<file path="src/rtl/load_store_unit_pkg.sv">
// Shared types and constants for the load/store unit: access sizes, FSM states
// and the byte width used for lane arithmetic.
package lsu_pkg;

  typedef enum logic [1:0] {
    SZ_BYTE = 2'b00,
    SZ_HALF = 2'b01,
    SZ_WORD = 2'b10
  } size_t;

  typedef enum logic {
    IDLE  = 1'b0,
    WRITE = 1'b1
  } lsu_state_t;

  localparam int BYTE_W = 8;

endpackage

</file>
<file path="src/rtl/load_store_unit_if.sv">
// CPU-side request/response and word-memory signals of the load/store unit.
// The LSU takes the slave modport; whoever drives the requests takes master.
interface load_store_unit_if #(
  parameter int ADDR_W = 32
);
  logic              mem_read;
  logic              mem_write;
  logic [1:0]        size;
  logic              load_unsigned;
  logic [ADDR_W-1:0] addr;
  logic [31:0]       wdata;
  logic [31:0]       rdata;
  logic              stall;
  logic              addr_err;
  logic [31:0]       mem_addr;
  logic [31:0]       mem_wd;
  logic              mem_we;
  logic [31:0]       mem_rd;

  modport slave (
    input  mem_read, mem_write, size, load_unsigned, addr, wdata, mem_rd,
    output rdata, stall, addr_err, mem_addr, mem_wd, mem_we
  );

  modport master (
    output mem_read, mem_write, size, load_unsigned, addr, wdata, mem_rd,
    input  rdata, stall, addr_err, mem_addr, mem_wd, mem_we
  );
endinterface

</file>
<file path="src/rtl/load_store_unit_byte_lane_merge.sv">
// Little-endian lane logic: builds the read-modify-write word for sub-word
// stores and extracts/extends the addressed lane(s) for loads.
module byte_lane_merge
  import lsu_pkg::*;
(
  input  logic [31:0] memRd_i,
  input  logic [31:0] wdata_i,
  input  logic [1:0]  size_i,
  input  logic [1:0]  lane_i,
  input  logic        loadUnsigned_i,
  output logic [31:0] merged_o,
  output logic [31:0] loadData_o
);

  logic [BYTE_W-1:0]   laneByte;
  logic [2*BYTE_W-1:0] laneHalf;
  logic                signFill;

  // Halfwords only ever sit in lane 0 or 2, so lane[1] picks the half.
  always_comb begin
    laneByte   = memRd_i[{lane_i, 3'b000} +: BYTE_W];
    laneHalf   = lane_i[1] ? memRd_i[31:16] : memRd_i[15:0];
    signFill   = 1'b0;
    merged_o   = memRd_i;
    loadData_o = memRd_i;
    case (size_i)
      SZ_BYTE: begin
        merged_o[{lane_i, 3'b000} +: BYTE_W] = wdata_i[7:0];
        signFill   = ~loadUnsigned_i & laneByte[BYTE_W-1];
        loadData_o = {{24{signFill}}, laneByte};
      end
      SZ_HALF: begin
        if (lane_i[1]) merged_o[31:16] = wdata_i[15:0];
        else           merged_o[15:0]  = wdata_i[15:0];
        signFill   = ~loadUnsigned_i & laneHalf[2*BYTE_W-1];
        loadData_o = {{16{signFill}}, laneHalf};
      end
      default: begin
        merged_o   = wdata_i;
        loadData_o = memRd_i;
      end
    endcase
  end

endmodule

</file>
<file path="src/rtl/load_store_unit.sv">
// Byte/halfword load-store front end for a word-only data memory. Loads are
// combinational; sub-word stores take a stalled read cycle then a write cycle.
module load_store_unit
  import lsu_pkg::*;
#(
  parameter int ADDR_W    = 32,
  parameter int MEM_WORDS = 256
) (
  input  logic              clk,
  input  logic              reset_n,
  load_store_unit_if.slave  bus
);

  lsu_state_t  state_q, state_d;
  logic [31:0] wordIdx_q, wordIdx_d;
  logic [31:0] merged_q, merged_d;

  logic [1:0]  lane;
  logic        isByte, isHalf, isWord;
  logic        misaligned, request, subWordStore;
  logic [31:0] wordIdx;
  logic [31:0] mergedWord, loadData;

  assign lane         = bus.addr[1:0];
  assign isByte       = (bus.size == SZ_BYTE);
  assign isHalf       = (bus.size == SZ_HALF);
  assign isWord       = ~isByte & ~isHalf;
  assign misaligned   = (isHalf & lane[0]) | (isWord & (lane != 2'b00));
  assign request      = bus.mem_read | bus.mem_write;
  assign subWordStore = bus.mem_write & ~misaligned & ~isWord;
  assign wordIdx      = 32'(bus.addr >> 2);

  byte_lane_merge u_laneMerge (
    .memRd_i        (bus.mem_rd),
    .wdata_i        (bus.wdata),
    .size_i         (bus.size),
    .lane_i         (lane),
    .loadUnsigned_i (bus.load_unsigned),
    .merged_o       (mergedWord),
    .loadData_o     (loadData)
  );

  always_ff @(posedge clk) begin
    if (!reset_n) begin
      state_q   <= IDLE;
      wordIdx_q <= '0;
      merged_q  <= '0;
    end else begin
      state_q   <= state_d;
      wordIdx_q <= wordIdx_d;
      merged_q  <= merged_d;
    end
  end

  always_comb begin
    state_d   = state_q;
    wordIdx_d = wordIdx_q;
    merged_d  = merged_q;
    case (state_q)
      IDLE: begin
        if (subWordStore) begin
          state_d   = WRITE;
          wordIdx_d = wordIdx;
          merged_d  = mergedWord;
        end
      end
      WRITE:   state_d = IDLE;
      default: state_d = IDLE;
    endcase
  end

  // The held CPU request is ignored in WRITE; reset suppresses any write/stall.
  always_comb begin
    bus.rdata    = '0;
    bus.stall    = 1'b0;
    bus.addr_err = 1'b0;
    bus.mem_addr = wordIdx;
    bus.mem_wd   = bus.wdata;
    bus.mem_we   = 1'b0;
    case (state_q)
      IDLE: begin
        if (request && misaligned) begin
          bus.addr_err = 1'b1;
        end else begin
          if (bus.mem_read) bus.rdata = loadData;
          if (bus.mem_write) begin
            if (isWord) bus.mem_we = 1'b1;
            else        bus.stall  = 1'b1;
          end
        end
      end
      WRITE: begin
        bus.mem_addr = wordIdx_q;
        bus.mem_wd   = merged_q;
        bus.mem_we   = 1'b1;
      end
      default: ;
    endcase
    if (!reset_n) begin
      bus.mem_we = 1'b0;
      bus.stall  = 1'b0;
    end
  end

endmodule

</file>
<file path="src/flat_wrapper.sv">
// flat-port wrapper written by rule: the top's interface ports become plain ports
module load_store_unit_flat import lsu_pkg::*;
#(
  parameter int ADDR_W    = 32,
  parameter int MEM_WORDS = 256
)
  (clk, reset_n, bus_mem_read, bus_mem_write, bus_size, bus_load_unsigned, bus_addr, bus_wdata, bus_mem_rd, bus_rdata, bus_stall, bus_addr_err, bus_mem_addr, bus_mem_wd, bus_mem_we);
  load_store_unit_if #(.ADDR_W(ADDR_W)) bus_i ();
  input  logic clk;
  input  logic reset_n;
  input wire logic [$bits(bus_i.mem_read)-1:0] bus_mem_read;
  input wire logic [$bits(bus_i.mem_write)-1:0] bus_mem_write;
  input wire logic [$bits(bus_i.size)-1:0] bus_size;
  input wire logic [$bits(bus_i.load_unsigned)-1:0] bus_load_unsigned;
  input wire logic [$bits(bus_i.addr)-1:0] bus_addr;
  input wire logic [$bits(bus_i.wdata)-1:0] bus_wdata;
  input wire logic [$bits(bus_i.mem_rd)-1:0] bus_mem_rd;
  output wire logic [$bits(bus_i.rdata)-1:0] bus_rdata;
  output wire logic [$bits(bus_i.stall)-1:0] bus_stall;
  output wire logic [$bits(bus_i.addr_err)-1:0] bus_addr_err;
  output wire logic [$bits(bus_i.mem_addr)-1:0] bus_mem_addr;
  output wire logic [$bits(bus_i.mem_wd)-1:0] bus_mem_wd;
  output wire logic [$bits(bus_i.mem_we)-1:0] bus_mem_we;
  assign bus_i.mem_read = bus_mem_read;
  assign bus_i.mem_write = bus_mem_write;
  assign bus_i.size = bus_size;
  assign bus_i.load_unsigned = bus_load_unsigned;
  assign bus_i.addr = bus_addr;
  assign bus_i.wdata = bus_wdata;
  assign bus_i.mem_rd = bus_mem_rd;
  assign bus_rdata = bus_i.rdata;
  assign bus_stall = bus_i.stall;
  assign bus_addr_err = bus_i.addr_err;
  assign bus_mem_addr = bus_i.mem_addr;
  assign bus_mem_wd = bus_i.mem_wd;
  assign bus_mem_we = bus_i.mem_we;
  load_store_unit #(.ADDR_W(ADDR_W), .MEM_WORDS(MEM_WORDS)) u_core (.clk(clk), .reset_n(reset_n), .bus(bus_i));
endmodule
</file>
<file path="config.mk">
export PLATFORM = sky130hd
export DESIGN_NAME = load_store_unit_flat
export DESIGN_NICKNAME = d
export VERILOG_FILES = /design/src/rtl/load_store_unit_pkg.sv /design/src/rtl/load_store_unit_if.sv /design/src/rtl/load_store_unit_byte_lane_merge.sv /design/src/rtl/load_store_unit.sv /design/src/flat_wrapper.sv
export SDC_FILE = /design/constraint.sdc
export NUM_CORES = 1
export LEC_CHECK = 0
export ABC_AREA = 1
export CORE_MARGIN = 3
export CORE_UTILIZATION = 46
export CTS_CLUSTER_DIAMETER = 60
export DETAILED_ROUTE_END_ITERATION = 8
export PLACE_DENSITY = 0.9
export SETUP_SLACK_MARGIN = 0.3
export SLEW_MARGIN = 20
export SYNTH_ARGS = -nofsm -noshare
export SYNTH_HDL_FRONTEND = slang
export SYNTH_SLANG_ARGS = --single-unit
export TNS_END_PERCENT = 20
</file>
<file path="constraint.sdc">
create_clock -name clk -period 2.8 [get_ports clk]
set_clock_uncertainty 0.15 [all_clocks]
set_input_delay 0.42 -clock clk [delete_from_list [all_inputs] [get_ports clk]]
set_output_delay 0.42 -clock clk [all_outputs]
set_load 0.005 [all_outputs]
</file>
==> results.md, run 1 <==
* Worst min path class: flop to flop
* GPL Wtd Cong at around 0.96
* First-pass GRT wire length at 32,550 µm
* Most frequent cells in the layout: 229 x nand2_1, 183 x o21ai_0, 162 x clkdlybuf4s50_1
* Yosys warnings at 0
* Nets@finish at 1,273
* DR WL/cell at 15.28 µm
* RSZ-0062 raised after global routing: true
* Area delta synth->final at 50.36%
* FF+latch count, synth at 63
* Routed wire length at 20,010 µm
* Clock sink count at 63
* Clk_lat worst skew at 0.32 ns
* Final hold viol count at 0
* Worst hold start: u_core.wordIdx_q[15]
* Num rows at 38
* Cells after Synth at 946
* 1st-pass router iterations at 7
* Global route overflow at 0
* Design area at 0.008110 mm²
* Top Layer Used: met4
* Detailed-placement wirelength estimate at 14,940 µm
* Pwr dens at 383.4 mW/mm²
* Critical-path cell list: clkdlybuf4s50_1 -> nand2_1 -> nor2_4 -> buf_6 -> buf_4 -> buf_12 -> o21ai_0 -> a21oi_1 -> clkdlybuf4s15_1
* Layout cells sized above 1 at 0.1162
* Top Ports at ~200
* Total power at ~3.1 mW
* Static Leak at 3.733 nW
* Starting Density at 0.4848
* CP max-delay cell: clkdlybuf4s50_1
* Register area share after synthesis at 0.2338
* Status: finished clean
* Reg2reg start: u_core.state_q
* Met3 WL at 1884 µm
* CP max stage delay at between 0.5 and 0.6 ns
* Arrival time worst endpoint at a little over 2 ns
* Cts bufs inserted at 9
* CTS H-tree lvls at 3
* Core footprint at roughly 0.011 mm²
* Fmax at 383.3 MHz
* Fin crit share at 0.9319
* Area after DPL at about 0.0078 mm²
* CP endpoint kind: output pin
* Delay-heaviest family, CP: buffers and inverters
* Post-route ant nets at 0
* Die area at approximately 0.013 mm²
* Overall routing resource usage at 0.3033
* Fin crit period at 2.609 ns
* Die W at ~110 µm
* Worst Path Max Fanout at 7
* Commonest non-fill, non-tap cell in the layout: nand2_1
* Startpoint Class: input port
* Data required, critical path at 2.23 ns
* Number of global-route vias before repair at 6,788
* DR DRC count at 0
* Die height at about 110 µm
* WP buf/inv at 5
* Vias per cell at 5.441
* CTS tree: yes
* Largest net degree at the start of global routing at 87
* Worst-path clk slew at 0.06 ns
* Post-synth cell types at 31
* Max Slew Vio Count at 0
* Antenna Cells at 0
* Setup_tns at 0 ns
* CTS Buffer Depth at 2
* Met2 Routed Length at a little under 10,000 µm
* DR vias at 7,128
* Clk root buf: clkbuf_16
* Max-Cap Viols at 0
* Layout fillers at about 940
* Syn avg cell area at 5.702 µm²
* Initial antenna violation count at 0
* PortBufs at 199
* 1st-iter DRT viols at 805
* Setup crit start: bus_mem_read
* Setup Crit Path Kind: input port to output pin
* Maximum vdd drop at between 0.0003 and 0.0004 V
* Setup violators final at 0
* M1 wire length at 7841 µm
* Synth Cell Area at between 0.005 and 0.006 mm²
-- final cells by class --
class / instances / area, µm² / area share
multi-input cells: 718 / 3407 / 0.4201
clock inverters: 7 / 80.08 / 0.009873
well taps: 140 / 175.2 / 0.02160
clock buffers: 9 / 225.2 / 0.02777
repair buffers: 273 / 2584 / 0.3186
inverters: 100 / 377.9 / 0.04659
flip-flops and latches: 63 / 1261 / 0.1555
-- synth_stat cells --
master,number,share of area
conb_1,1,0.00070
buf_6,7,0.015
nand4_4,1,0.0039
nor2_2,2,0.0023
o21ai_0,184,0.17
nand3_2,1,0.0019
o21ai_1,1,0.00093
a211oi_1,1,0.0014
a21boi_0,8,0.011
inv_4,1,0.0012
nand2_2,2,0.0023
clkbuf_1,24,0.017
buf_2,26,0.024
nand3_1,33,0.031
o221ai_1,6,0.0097
ha_1,5,0.012
buf_8,1,0.0028
dfxtp_1,63,0.23
a21oi_1,74,0.069
a22oi_1,1,0.0014
nand2_4,4,0.0084
o211ai_1,10,0.014
nand2_1,230,0.16
inv_2,4,0.0028
nor3_1,7,0.0065
buf_4,6,0.0084
a21oi_2,1,0.0016
inv_1,95,0.066
buf_1,2,0.0014
nor2_1,131,0.091
nor2_4,14,0.029
-- metal layers --
| layer | up-vias | GRT usage |
|---|---|---|
| met2 | 398 | 0.5230 |
| li1 | 3489 | - |
| met1 | 3178 | 0.3696 |
| met5 | - | 0 |
| met4 | 0 | 0.1124 |
| met3 | 63 | 0.06607 |
-- what timing repair did --
action                     CTS  global route
pin swaps                    4             6
buffers inserted             6             0
hold buffers                 0             0
gates resized for setup     50            22
cloned                       1             0
setup endpoints to repair   36            51
-- kinds of logic (layout without fill, tap and decap cells) --
logic type / Yosys count / after routing / synth area share
simple gates: 425 / 425 / 0.3363
compound gates: 286 / 286 / 0.2795
buf+inv: 166 / 389 / 0.1380
flops: 63 / 63 / 0.2338
fa+ha+maj: 5 / 5 / 0.01160
other cells: 1 / 2 / 0.0006952
-- flip-flops by register name, summed over array words and instances, names as in the netlist --
register and flops:
u_core.state_q 1, u_core.wordIdx_q 30, u_core.merged_q 32
-- through the flow --
stage	util	instances	setup WS, ns	hold slack, ns
final	0.7290	1310	0.1907	0.2981
after global routing	0.7290	1310	0.1444	0.3222
after CTS	0.7296	1310	0.1707	0.2987
after detailed placement	0.6985	1287	-0.1415	0.2908
after global placement	0.6985	1287	-0.08741	0.2853
after floorplan	-	947	0.4548	0.2745
-- worst paths after layout --
| path | endpoint | slack, ns | cells past startpoint |
|---|---|---|---|
| worst max-delay path | bus_rdata[9] | 0.19 | 9 |
| worst min-delay path | u_core.wordIdx_q[15] | 0.30 | 2 |
| worst max register to register | u_core.merged_q[27] | 0.73 | 8 |
| worst min register to register | u_core.wordIdx_q[15] | 0.30 | 2 |
-- worst min-delay path, cell delays in order (launching register included) --
cell and delay (ns):
dfxtp_1 0.30, inv_1 0.05, a21oi_1 0.05
-- power by group --
part | leakage (nW) | switching [mW] | internal (mW)
Combinational | 3.07 | 0.515 | 0.496
Sequential | 0.516 | 0.0191 | 0.952
Clock | 0.143 | 0.430 | 0.698
No activity file was read; power rests on OpenSTA's default activity.
==> run 2, diff against run 1 <==
--- a/config.mk
+++ b/config.mk
@@ -8,6 +8,7 @@
 export ABC_AREA = 1
 export CORE_MARGIN = 3
 export CORE_UTILIZATION = 46
+export CTS_BUF_LIST = sky130_fd_sc_hd__clkbuf_8
 export CTS_CLUSTER_DIAMETER = 60
 export DETAILED_ROUTE_END_ITERATION = 8
 export PLACE_DENSITY = 0.9
==> constraint.sdc (replaced) <==
create_clock -name clk -period 2.85 [get_ports clk]
set_clock_uncertainty 0.15 [all_clocks]
set_input_delay 0.4275 -clock clk [delete_from_list [all_inputs] [get_ports clk]]
set_output_delay 0.4275 -clock clk [all_outputs]
set_load 0.005 [all_outputs]
==> results.md, run 2 (same netlist as run 1, synthesis figures left out) <==
* Top flop regs: u_core.merged_q (32), u_core.wordIdx_q (30), u_core.state_q (1)
* 1st-iter DRT viols at 835 (+3.7%)
* Critical-path cell list: clkdlybuf4s50_1 -> inv_1 -> o21ai_0 -> clkdlybuf4s50_1
* First-pass GRT wire length at 32,530 µm (about the same)
* Max reg flops at 32 (unchanged)
* Setup Crit Path Kind: input port to output pin
* 1st-pass router iterations at 6 (-1)
* Most frequent cells in the layout: 229 x nand2_1, 184 x o21ai_0, 161 x clkdlybuf4s50_1
* CP max stage delay at 0.59 ns (+0.07 ns)
* Reg2reg start: u_core.state_q
* Post-route ant nets at 0 (unchanged)
* Max Slew Vio Count at 0 (unchanged)
* Number of global-route vias before repair at 6,629 (-2.3%)
* Placed cells at 1,281 (-0.47%)
* Layout fillers at 964 (+2.1%)
* CP endpoint kind: output pin
* PortBufs at 199 (unchanged)
* CTS Hold Bufs at 0 (unchanged)
* CTS tree: yes
* Fin crit share at 0.8926
* Pwr dens at 356.8 mW/mm² (-6.9%)
* Delay-heaviest family, CP: buffers and inverters
* Nets@finish at 1,266 (-0.55%)
* RSZ-0062 raised after global routing: true
* Overall routing resource usage at 0.3043 (+0.0009359)
* FF-to-FF path depth at 8 (unchanged)
* CP max-delay cell: clkdlybuf4s50_1
* FF-to-FF End: u_core.merged_q[27]
* Area delta synth->final at 47.72%
* Maximum vdd drop at 0.0003479 V (-6.9%)
* Startpoint Class: input port
* Commonest non-fill, non-tap cell in the layout: nand2_1
* Core footprint at 0.01113 mm² (unchanged)
* WHS Path Cells at 2 (unchanged)
* Die area at 0.01306 mm² (unchanged)
* Die height at 114.3 µm (unchanged)
* CP most frequent cell: clkdlybuf4s50_1
* Status: finished clean
* DR WL/cell at 15.40 µm (+0.79%)
* WP buf/inv at 3 (-2)
* Reg2Reg Setup Slack at 0.82 ns (+0.09 ns)
* DR DRC count at 0 (unchanged)
* Fmax at between 300 and 400 MHz
* Non-Filler Instances at 1,303 (-0.53%)
* Setup violators final at 0 (unchanged)
* Total power at 2.843 mW (-8.6%)
* Worst-path clk slew at 0.07 ns (about the same)
* Global route overflow at 0 (unchanged)
* Clock sink count at 63 (unchanged)
* DR vias at 7,056 (-1.0%)
* Setup_tns at 0 ns (unchanged)
* Worst Path Max Fanout at 2 (-5)
* GPL Wtd Cong at 0.9820 (+1.8%)
* Layout cells sized above 1 at 0.1161 (-0.0001602)
* Detailed-placement wirelength estimate at 15,030 µm (+0.60%)
* Vias per cell at 5.415 (-0.48%)
* CTS Buffer Depth at 2 (unchanged)
* Area after DPL at 0.007726 mm² (-0.58%)
* Cts bufs inserted at 9 (unchanged)
* Clk root buf: clkbuf_8
* Routed wire length at 20,060 µm (+0.25%)
* Design area at 0.007968 mm² (-1.8%)
* Setup crit end: bus_mem_wd[7]
* Num rows at 38 (unchanged)
* Largest net degree at the start of global routing at 87 (unchanged)
* CTS H-tree lvls at 3 (unchanged)
* Starting Density at 0.4848 (unchanged)
* Static Leak at 3.661 nW (-1.9%)
* Worst hold slack at 0.3005 ns (+0.002343 ns)
* Crit. path cell count at 4 (-5)
* Antenna Cells at 0 (unchanged)
* Worst min path class: flop to flop
* Most flop-heavy register: u_core.merged_q
* Data required, critical path at 2.27 ns (+0.04 ns)
* Final hold viol count at 0 (unchanged)
* Initial antenna violation count at 0 (unchanged)
* Max-Cap Viols at 0 (unchanged)
* Fin crit period at 2.544 ns
* Arrival time worst endpoint at 1.97 ns (-0.07 ns)
* Setup crit start: bus_wdata[7]
* Top Ports at 202 (unchanged)
* Clk_lat worst skew at 0.34 ns (+0.02 ns)
* Die W at 114.3 µm (unchanged)
## run 2: layout make-up
cell class	instances	area, µm²	share of cell area
clock inverters	7	102.6	0.01288
repair buffers	266	2511	0.3152
well taps	140	175.2	0.02198
multi-input cells	718	3413	0.4284
inverters	100	380.4	0.04774
clock buffers	9	123.9	0.01555
flip-flops and latches	63	1261	0.1583
## run 2: routing by layer
| layer | up-vias | part of all wire | global-route usage |
|---|---|---|---|
| li1 | 3474 | - | - |
| met1 | 3155 | 0.41 | 0.3858 |
| met2 | 365 | 0.47 | 0.5090 |
| met5 | - | 0 | 0 |
| met3 | 62 | 0.082 | 0.05391 |
| met4 | 0 | 0.040 | 0.1259 |
## run 2: tightest hold or removal path, stage by stage (launching register included)
cell	delay (ns)
dfxtp_1	0.30
inv_1	0.05
a21oi_1	0.05
## run 2: metrics by stage
| step | setup slack (ns) | utilization |
|---|---|---|
| 2_1_floorplan | 0.4898 | - |
| 3_3_place_gp | -0.04850 | 0.6944 |
| 3_5_place_dp | -0.09941 | 0.6944 |
| 4_1_cts | 0.2481 | 0.7174 |
| 5_1_grt | 0.2521 | 0.7161 |
| 6_report | 0.3061 | 0.7161 |
## run 2: how the worst min path moves through the flow
stage | start | to
finish | u_core.wordIdx_q[8] | u_core.wordIdx_q[8]
floorplan | u_core.wordIdx_q[0] | u_core.wordIdx_q[0]
global placement | u_core.wordIdx_q[21] | u_core.wordIdx_q[21]
detailed placement | u_core.wordIdx_q[8] | u_core.wordIdx_q[8]
CTS | u_core.wordIdx_q[8] | u_core.wordIdx_q[8]
global route | u_core.wordIdx_q[13] | u_core.wordIdx_q[13]
## run 2: timing repair
action / 4_1_cts / 5_1_grt
setup endpoints to repair: 35 / 51
resized for setup: 67 / 22
gates cloned: 1 / 0
buffers inserted: 4 / 1
pin swaps: 4 / 5
## run 2: power by group
| part | total, mW | internal [mW] | switching [mW] |
|---|---|---|---|
| combinational | 0.986 | 0.480 | 0.506 |
| clock | 0.904 | 0.503 | 0.401 |
| sequential | 0.952 | 0.934 | 0.0187 |
